<file path="config.mk">
export PLATFORM = sky130hd
export DESIGN_NAME = hwpe_ctrl_regfile_parity_scan
export DESIGN_NICKNAME = d
export VERILOG_FILES = /design/src/rtl/hwpe_ctrl_regfile_parity_scan_pkg.sv /design/src/rtl/hwpe_ctrl_regfile_parity_scan_fold.sv /design/src/rtl/hwpe_ctrl_regfile_parity_scan.sv
export SDC_FILE = /design/constraint.sdc
export NUM_CORES = 1
export LEC_CHECK = 0
export ABC_CLOCK_PERIOD_IN_PS = 2100
export BUFFER_PORTS_ARGS = -buffer_cell sky130_fd_sc_hd__buf_2
export CAP_MARGIN = 20
export CORE_AREA = 2 2 309 311
export CTS_BUF_LIST = sky130_fd_sc_hd__clkbuf_8 sky130_fd_sc_hd__clkbuf_16
export DETAILED_ROUTE_END_ITERATION = 10
export DIE_AREA = 0 0 311 313
export SLEW_MARGIN = 30
export SYNTH_ARGS = -nofsm -noshare
export SYNTH_HDL_FRONTEND = slang
export SYNTH_SLANG_ARGS = --single-unit
</file>
<file path="constraint.sdc">
create_clock -name clk_i -period 2.1 [get_ports clk_i]
set_input_delay 0.105 -clock clk_i [delete_from_list [all_inputs] [get_ports clk_i]]
set_output_delay 0.105 -clock clk_i [all_outputs]
set_load 0.05 [all_outputs]
</file>
<file path="src/rtl/hwpe_ctrl_regfile_parity_scan_pkg.sv">
// Shared types and constants for the HWPE control register-file parity scanner.
package hwpe_ctrl_regfile_parity_scan_pkg;

    typedef enum logic [1:0] {
        IDLE,
        SCAN,
        DONE
    } parity_scan_state_e;

    localparam int unsigned PARITY_SIG_WIDTH_DEFAULT = 16;

endpackage

</file>
<file path="src/rtl/hwpe_ctrl_regfile_parity_scan_fold.sv">
// Combinational XOR fold of one group of registers down to SIG_WIDTH bits.
// Slots whose valid bit is low (past the end of the file) contribute zero.
module hwpe_ctrl_parity_fold #(
    parameter int unsigned REG_WIDTH      = 32,
    parameter int unsigned SIG_WIDTH      = 16,
    parameter int unsigned REGS_PER_CYCLE = 1
) (
    input  logic [REGS_PER_CYCLE*REG_WIDTH-1:0] group,
    input  logic [REGS_PER_CYCLE-1:0]           valid,
    output logic [SIG_WIDTH-1:0]                sig
);

    localparam int unsigned SLICES = REG_WIDTH / SIG_WIDTH;

    always_comb begin
        sig = '0;
        for (int j = 0; j < int'(REGS_PER_CYCLE); j++) begin
            if (valid[j]) begin
                for (int s = 0; s < int'(SLICES); s++) begin
                    sig = sig ^ group[j*REG_WIDTH + s*SIG_WIDTH +: SIG_WIDTH];
                end
            end
        end
    end

endmodule

</file>
<file path="src/rtl/hwpe_ctrl_regfile_parity_scan.sv">
// Multi-cycle even-parity scanner for the HWPE control register file.
// Optional error injection for self-test is enabled by defining HWPE_CTRL_PARITY_ERR_INJ_EN.
module hwpe_ctrl_regfile_parity_scan
    import hwpe_ctrl_regfile_parity_scan_pkg::*;
#(
    parameter int unsigned N_REGS         = 24,
    parameter int unsigned REG_WIDTH      = 32,
    parameter int unsigned SIG_WIDTH      = PARITY_SIG_WIDTH_DEFAULT,
    parameter int unsigned REGS_PER_CYCLE = 1,
    parameter int unsigned CONTINUOUS     = 0,
    parameter int unsigned CNT_WIDTH      = 8
) (
    input  logic                        clk_i,
    input  logic                        rst_ni,
    input  logic [N_REGS*REG_WIDTH-1:0] regs_i,
    input  logic                        start_i,
    input  logic                        clear_i,
`ifdef HWPE_CTRL_PARITY_ERR_INJ_EN
    input  logic                        inject_i,
`endif
    output logic                        busy_o,
    output logic                        done_o,
    output logic                        mismatch_o,
    output logic                        fault_o,
    output logic [CNT_WIDTH-1:0]        fault_cnt_o,
    output logic [SIG_WIDTH-1:0]        signature_o
);

    localparam int unsigned IDX_W = $clog2(N_REGS + REGS_PER_CYCLE + 1);
    localparam int unsigned SEL_W = (N_REGS > 1) ? $clog2(N_REGS) : 1;

    if (REG_WIDTH % SIG_WIDTH != 0) begin : g_width_check
        $error("REG_WIDTH must be a multiple of SIG_WIDTH");
    end
    if (REGS_PER_CYCLE < 1 || REGS_PER_CYCLE > N_REGS) begin : g_rpc_check
        $error("REGS_PER_CYCLE must lie in 1..N_REGS");
    end

    parity_scan_state_e                  state;
    logic [IDX_W-1:0]                    idx;
    logic [SIG_WIDTH-1:0]                acc;
    logic [SIG_WIDTH-1:0]                signature;
    logic                                fault;
    logic [CNT_WIDTH-1:0]                fault_cnt;

    logic [REG_WIDTH-1:0]                reg_arr [N_REGS];
    logic [REGS_PER_CYCLE*REG_WIDTH-1:0] group;
    logic [REGS_PER_CYCLE-1:0]           valid;
    logic [SIG_WIDTH-1:0]                fold_sig;
    logic [SIG_WIDTH-1:0]                inj;
    logic                                last_group;

    for (genvar k = 0; k < int'(N_REGS); k++) begin : g_regs
        assign reg_arr[k] = regs_i[k*REG_WIDTH +: REG_WIDTH];
    end

    // Gather the current group; slots beyond the file end are masked off.
    always_comb begin
        group = '0;
        valid = '0;
        for (int j = 0; j < int'(REGS_PER_CYCLE); j++) begin
            if (int'(idx) + j < int'(N_REGS)) begin
                valid[j] = 1'b1;
                group[j*REG_WIDTH +: REG_WIDTH] = reg_arr[SEL_W'(int'(idx) + j)];
            end
        end
    end

    assign last_group = (int'(idx) + int'(REGS_PER_CYCLE) >= int'(N_REGS));

`ifdef HWPE_CTRL_PARITY_ERR_INJ_EN
    assign inj = SIG_WIDTH'(inject_i);
`else
    assign inj = '0;
`endif

    hwpe_ctrl_parity_fold #(
        .REG_WIDTH      (REG_WIDTH),
        .SIG_WIDTH      (SIG_WIDTH),
        .REGS_PER_CYCLE (REGS_PER_CYCLE)
    ) u_fold (
        .group (group),
        .valid (valid),
        .sig   (fold_sig)
    );

    always_ff @(posedge clk_i or negedge rst_ni) begin
        if (!rst_ni) begin
            state     <= IDLE;
            idx       <= '0;
            acc       <= '0;
            signature <= '0;
            fault     <= 1'b0;
            fault_cnt <= '0;
        end else begin
            if (clear_i) begin
                fault     <= 1'b0;
                fault_cnt <= '0;
            end
            case (state)
                IDLE: begin
                    if (start_i || CONTINUOUS != 0) begin
                        state <= SCAN;
                        acc   <= '0;
                        idx   <= '0;
                    end
                end
                SCAN: begin
                    acc <= acc ^ fold_sig ^ inj;
                    idx <= idx + IDX_W'(REGS_PER_CYCLE);
                    if (last_group) begin
                        state <= DONE;
                    end
                end
                DONE: begin
                    signature <= acc;
                    // A mismatch in this cycle overrides a simultaneous clear.
                    if (|acc) begin
                        fault <= 1'b1;
                        if (clear_i) begin
                            fault_cnt <= CNT_WIDTH'(1);
                        end else if (!(&fault_cnt)) begin
                            fault_cnt <= fault_cnt + CNT_WIDTH'(1);
                        end
                    end
                    if (CONTINUOUS != 0) begin
                        state <= SCAN;
                        acc   <= '0;
                        idx   <= '0;
                    end else begin
                        state <= IDLE;
                    end
                end
                default: state <= IDLE;
            endcase
        end
    end

    assign busy_o      = (state != IDLE);
    assign done_o      = (state == DONE);
    assign mismatch_o  = (state == DONE) && (|acc);
    assign fault_o     = fault;
    assign fault_cnt_o = fault_cnt;
    assign signature_o = signature;

endmodule
</file>
; After elaboration in Yosys (flattened, before gate mapping)
; Cells that the tools add are included.
[totals]
in_bits = 772
regBits = 48
out_inout_bits = 28
[op_classes]
bitwise = 3
n_reduce_logical = 8
mux = 21
n_addsub = 3
n_lt_le_gt_ge = 3
eq_ne = 4
[op_table]
columns = op, n
row1 = binary-select mux 32 bit (select 5 bit), 1
row2 = 2-to-1 mux 32 bit, 3
row3 = 2-to-1 mux 8 bit, 5
row4 = 2-to-1 mux 16 bit, 2
row5 = one-hot mux 16 bit (2 select lines), 1
row6 = XOR 16 bit, 2
row7 = OR reduction 16 bit, 1
row8 = one-hot mux 5 bit (2 select lines), 1
row9 = "adder 8 x 1 -> 8 bit, second input constant", 1
row10 = AND reduction 8 bit, 1
row11 = "adder 5 x 1 -> 6 bit, second input constant", 1
row12 = "greater-or-equal comparator 5 x 6 -> 1 bit, second input constant", 1
row13 = "greater-or-equal comparator 6 x 5 -> 1 bit, second input constant", 1
row14 = "adder 5 x 1 -> 5 bit, second input constant", 1
row15 = "< comparator 5 bit, second input constant", 1
row16 = 2-to-1 mux 5 bit, 1
row17 = NOT 5 bit, 1
row18 = 2-to-1 mux 1 bit, 4
row19 = 2-to-1 mux 2 bit, 2
row20 = "inequality test 2 bit, second input constant", 2
row21 = one-hot mux 2 bit (2 select lines), 1
row22 = AND reduction 2 bit, 2
row23 = nonzero test 2 bit, 2
row24 = "equality test 2 x 1 -> 1 bit, second input constant", 1
row25 = 3 further kinds, 3

; Longest topological paths before layout
[logic_depth]
depth_word = 9
ltp_mapped = 10
depth_no_buf = 7

; Cells and area by module
; A second synthesis with hierarchy kept.
[hier_totals]
cells_unflattened = 885
hier_area_um2 = 9039.9
[modules_own_cells]
columns = module, seq_area_each_um2, area_each_um2, instances, cells_each
row1 = hwpe_ctrl_regfile_parity_scan, 1201.2, 8773.4, 1, 852
row2 = hwpe_ctrl_parity_fold, 0.0, 266.5, 1, 33

; Worst setup path after synthesis
; Ideal clock, no wire load.
[synth_path]
path_type = register to register
startpoint = reg idx[0]
endpoint = reg acc[12]
required_ps = 2021
setup_ps = 79
n_path_buf = 2
t_arrival_ps = 1959
slack_ps = 62
path_stages_with_launch = 9
path_cell_list = dfrtp_1 > buf_6 > buf_6 > mux4_2 > mux2i_1 > a221oi_2 > xnor2_1 > nor2_1 > mux2i_1
[synth_between]
elab_chain_cells = 9
[synth_rtl]
columns = item, line
row1 = from (decl), hwpe_ctrl_regfile_parity_scan.sv:40  ; logic [IDX_W-1:0] idx;
row2 = from (signal assigned), hwpe_ctrl_regfile_parity_scan.sv:110  ; idx <= idx + IDX_W'(REGS_PER_CYCLE);
row3 = NOT 5 bit (implied by the code), hwpe_ctrl_regfile_parity_scan.sv:64  ; group[j*REG_WIDTH +: REG_WIDTH] = reg_arr[SEL_W'(int'(idx) + j)];
row4 = binary-select mux 32 bit (select 5 bit), hwpe_ctrl_regfile_parity_scan.sv:64
row5 = 2-to-1 mux 32 bit (implied by the code) (2 in series), hwpe_ctrl_regfile_parity_scan.sv:64
row6 = 2-to-1 mux 32 bit, hwpe_ctrl_regfile_parity_scan.sv:62  ; if (int'(idx) + j < int'(N_REGS)) begin
row7 = XOR 16 bit, hwpe_ctrl_regfile_parity_scan_fold.sv:20  ; sig = sig ^ group[j*REG_WIDTH + s*SIG_WIDTH +: SIG_WIDTH];
row8 = 2-to-1 mux 16 bit (*), hwpe_ctrl_regfile_parity_scan_fold.sv:18  ; if (valid[j]) begin
row9 = XOR 16 bit (*), hwpe_ctrl_regfile_parity_scan.sv:109  ; acc <= acc ^ fold_sig ^ inj;
row10 = one-hot mux 16 bit (2 select lines) (*), hwpe_ctrl_regfile_parity_scan.sv:100  ; case (state)
row11 = to (signal assigned), hwpe_ctrl_regfile_parity_scan.sv:109
row12 = to (decl), hwpe_ctrl_regfile_parity_scan.sv:41  ; logic [SIG_WIDTH-1:0] acc;
; Mark *: on every way between the ends. The rest lies on a longest branch, timed or not. The select of a mux whose other input is x is not followed.
; A chain may end at the register's enable or synchronous reset.

; Worst setup path after layout
[layout_path]
startpoint = reg idx[1]
endpoint = reg acc[14]
; The elaborated chain is that of the path after synthesis.

==> impl_table.tex <==
\begin{tabular}{lr}
\hline
Metric & Value \\
\hline
\multicolumn{2}{l}{\textbf{Place}} \\
Number of placed instances, taps included & roughly 3.1k \\
DP HPWL & 68.68 mm \\
Port buffer count & $\sim$800 \\
Last weighted congestion value of the routability-driven placer & 0.9136 \\
\multicolumn{2}{l}{\textbf{Run}} \\
Max Cap Viol & 0 \\
\multicolumn{2}{l}{\textbf{Power}} \\
Lkg Pwr & slightly above 8 nW \\
PwrDens & roughly 1400 mW/mm2 \\
Worst ir drop on vdd & between 0.6 and 0.7 mV \\
\multicolumn{2}{l}{\textbf{Logic synthesis}} \\
Post-synthesis cell type with the largest combined area & mux2i\_1 \\
Commonest cells in the netlist & mux2i\_1, a22oi\_1, a21oi\_1 \\
Number of standard cells after synthesis & approximately 970 \\
Synth Flop Type & dfrtp\_1 \\
Proportion of synthesized chip area in sequential cells & 0.1346 \\
Proportion of netlist area held by the largest area contributor & 0.3936 \\
Synthesized flop and latch total & 48 \\
Cell types with the largest area share after synthesis & mux2i\_1, dfrtp\_1, a22oi\_1 \\
Dominant cell by count in the synthesized netlist & mux2i\_1 \\
Async S/R FF share, synth & 1.000 \\
Post-synthesis instance area & 0.008926 mm2 \\
Library cells used by synthesis & 43 \\
Count of flip-flops with a built-in enable after synthesis & 0 \\
Number of nets produced by synthesis & between 1.5k and 2k \\
Mean Syn Cell Area & roughly 9.2 um2 \\
Warnings, synthesis & 0 \\
\multicolumn{2}{l}{\textbf{Critical path}} \\
Type of the setup path with the least slack & flip-flop to flip-flop \\
Register-to-register setup slack & -470 ps \\
Data arrival time of the worst path & approximately 2800 ps \\
Critical Path Sink Type & flip-flop \\
Maximum fanout count along the critical path & 14 \\
Type of element launching the critical path & flip-flop \\
Required time worst endpoint & approximately 2300 ps \\
\multicolumn{2}{l}{\textbf{CTS}} \\
Cell at the root of the clock tree & clkbuf\_16 \\
Depth of the CTS H-tree & 2 \\
Maximum count of clock buffers along a single path & 2 \\
Clock buffer count from CTS & 5 \\
Clk slew on worst S/H paths & 80 ps \\
Clock tree from TritonCTS & done \\
Source-to-sink clock delay at the later pin of the worst-skew pair & 300 ps \\
Number of clock sinks & 48 \\
\multicolumn{2}{l}{\textbf{Timing}} \\
Slew @ Worst Pin & roughly 730 ps \\
Max-slew violation count & 0 \\
Ratio of final minimum period to clock period & 1.223 \\
Total count of hold-check failures in the final report & 0 \\
Highest clock rate & about 0.39 GHz \\
\# setup viols final & 17 \\
Remaining max-slew budget at the tightest pin & 0.5142 \\
Worst Setup Slack, final & -469.3 ps \\
Min Hold Slack & between 100 and 150 ps \\
Worst Skew & 8.742 ps \\
Setup repair after global routing missed its margin & yes \\
Clock period minus final worst setup slack & 2569 ps \\
\multicolumn{2}{l}{\textbf{Global route}} \\
Aggregate global routing overflow & 0 \\
Maximum number of pins on one net before global-route repair & 38 \\
Number of antenna violations at the first check in global routing & 54 \\
Global router's overall resource usage & 0.1521 \\
Via count of the first global-routing pass & 12.89k \\
Global-route wire length before repair & around 100 mm \\
\multicolumn{2}{l}{\textbf{Routing}} \\
TritonRoute pass-1 iters & 5 \\
Vias after detailed routing & 12.65k \\
Post-route antenna net violation count & 0 \\
Violation count after the first detailed-routing iteration & between 700 and 800 \\
Routed wire length per instance & around 25 um \\
DRC violations left & 0 \\
DR vias/cell & 3.910 \\
Wire length reported by the detailed router & $\sim$80 mm \\
\multicolumn{2}{l}{\textbf{Floorplan}} \\
Height of the chip & 313 um \\
Initial standard-cell utilization of the core & 0.09479 \\
Number of core rows & around 110 \\
Floorplan die area & slightly below 0.1 mm2 \\
Die width & $\sim$310 um \\
Area of the core region & around 0.094 mm2 \\
I/O pin count & 800 \\
\multicolumn{2}{l}{\textbf{Finish}} \\
Layout overhead on the synthesized area & 102.6\% \\
Share of final-layout standard cells stronger than drive strength 1 & 0.6682 \\
Total Nets Final & approximately 2.7k \\
Filler Cell Count & 10.48k \\
Final cell count without fillers & approximately 3.2k \\
\multicolumn{2}{l}{\textbf{Worst hold path}} \\
Path class of the lowest-slack min-delay path & input port to flip-flop \\
\multicolumn{2}{l}{\textbf{Run status}} \\
Violated checks & negative setup slack \\
Status & complete, but fails checks \\
\hline
\end{tabular}
where the power goes:
group	switching [W]	total [W]	leakage (nW)	internal (W)
sequential	0.000379	0.00170	0.607	0.00132
combinational	0.0118	0.0222	7.42	0.0104
clock	0.000394	0.000870	0.0693	0.000475
critical path, cell delays in order, from the launching register on:
cell	delay [ps]
dfrtp_4	540
buf_4	180
buf_16	170
buf_8	170
mux2i_1	120
a22oi_1	510
a21oi_1	170
a221oi_2	220
xnor2_1	110
nor2_1	120
mux2i_1	180
stage by stage:
| stage | area [um2] | setup TNS, ps | total power, W | worst slack [ps] | util |
|---|---|---|---|---|---|
| 4_1_cts | 17040 | -7235 | 0.02347 | -582.8 | 0.1810 |
| 5_1_grt | 18070 | -8292 | 0.02639 | -571.8 | 0.1920 |
| 3_3_place_gp | 15830 | -10060 | 0.02012 | -936.1 | 0.1681 |
| 6_report | 18090 | -6388 | 0.02476 | -469.3 | 0.1921 |
| 3_5_place_dp | 15830 | -10000 | 0.02005 | -942.8 | 0.1681 |
| 2_1_floorplan | 8926 | 0 | 0.01103 | 61.84 | - |
timing repair:
item / in CTS / in global routing
setup buffers: 27 / 44
pin swaps: 62 / 90
endpoints found under the hold margin: 21 / 0
cloned: 3 / 6
setup endpoints to repair: 17 / 19
resized for setup: 153 / 104
hold buffers: 1 / 0
worst paths after layout:
path,startpoint,cells after the start,endpoint
min in group asynchronous,rst_ni,2,fault_cnt_o[4]
setup / recovery,idx[1],10,acc[14]
max in group asynchronous,rst_ni,3,signature_o[3]
setup reg to reg,idx[1],10,acc[14]
hold reg to reg,signature_o[15],1,signature_o[15]
hold / removal,clear_i,2,fault_cnt_o[3]
routing by layer:
metal / GRT usage / vias up / part of all wire
met5: 0 / - / 0.0023
met1: 0.1871 / 6008 / 0.41
met4: 0.04447 / 28 / 0.035
met2: 0.2613 / 698 / 0.48
li1: - / 5779 / -
met3: 0.03785 / 140 / 0.075
layout make-up:
cell class	instances	area [um2]	area share
antenna	27	67.56	0.003735
tap	1265	1583	0.08751
clock buffer	6	138.9	0.007678
sequential	48	1209	0.06682
inverter	5	18.77	0.001038
multi-input combinational	812	8135	0.4498
timing repair buffer	1071	6920	0.3826
clock inverter	2	15.01	0.0008301
state kept, by name, summed over array words and instances, names as in the netlist:
signal	flops
acc	16
state	2
fault_cnt_o	8
fault_o	1
idx	5
signature_o	16
layout by cell type, fill, tap and decap left out, types with 13 or more instances in the layout:
master and instances:
a21oi_1 37, a21oi_2 21, a22oi_1 109, a22oi_2 35
buf_12 33, buf_2 799, buf_4 187, buf_6 29
dfrtp_1 44, diode_2 27, mux2_2 16, mux2i_1 321
mux2i_2 20, mux4_2 31, nand2_1 43, nand2_2 13
nand3_1 16, nor2_1 23
logic make-up (layout without fill, tap and decap cells):
family,after synthesis,after routing,share of synthesized area
AND/OR/NAND/NOR,132,132,0.06546
AO/OA/AOI/OAI,258,258,0.2108
multiplexers,399,399,0.4950
adder cells (fa/ha/maj),3,3,0.004206
other,0,27,0
XOR/XNOR,20,20,0.01962
flip-flops,48,48,0.1346
buffers and inverters,105,1084,0.07037
Note: power is estimated with default switching activity, not from simulation.
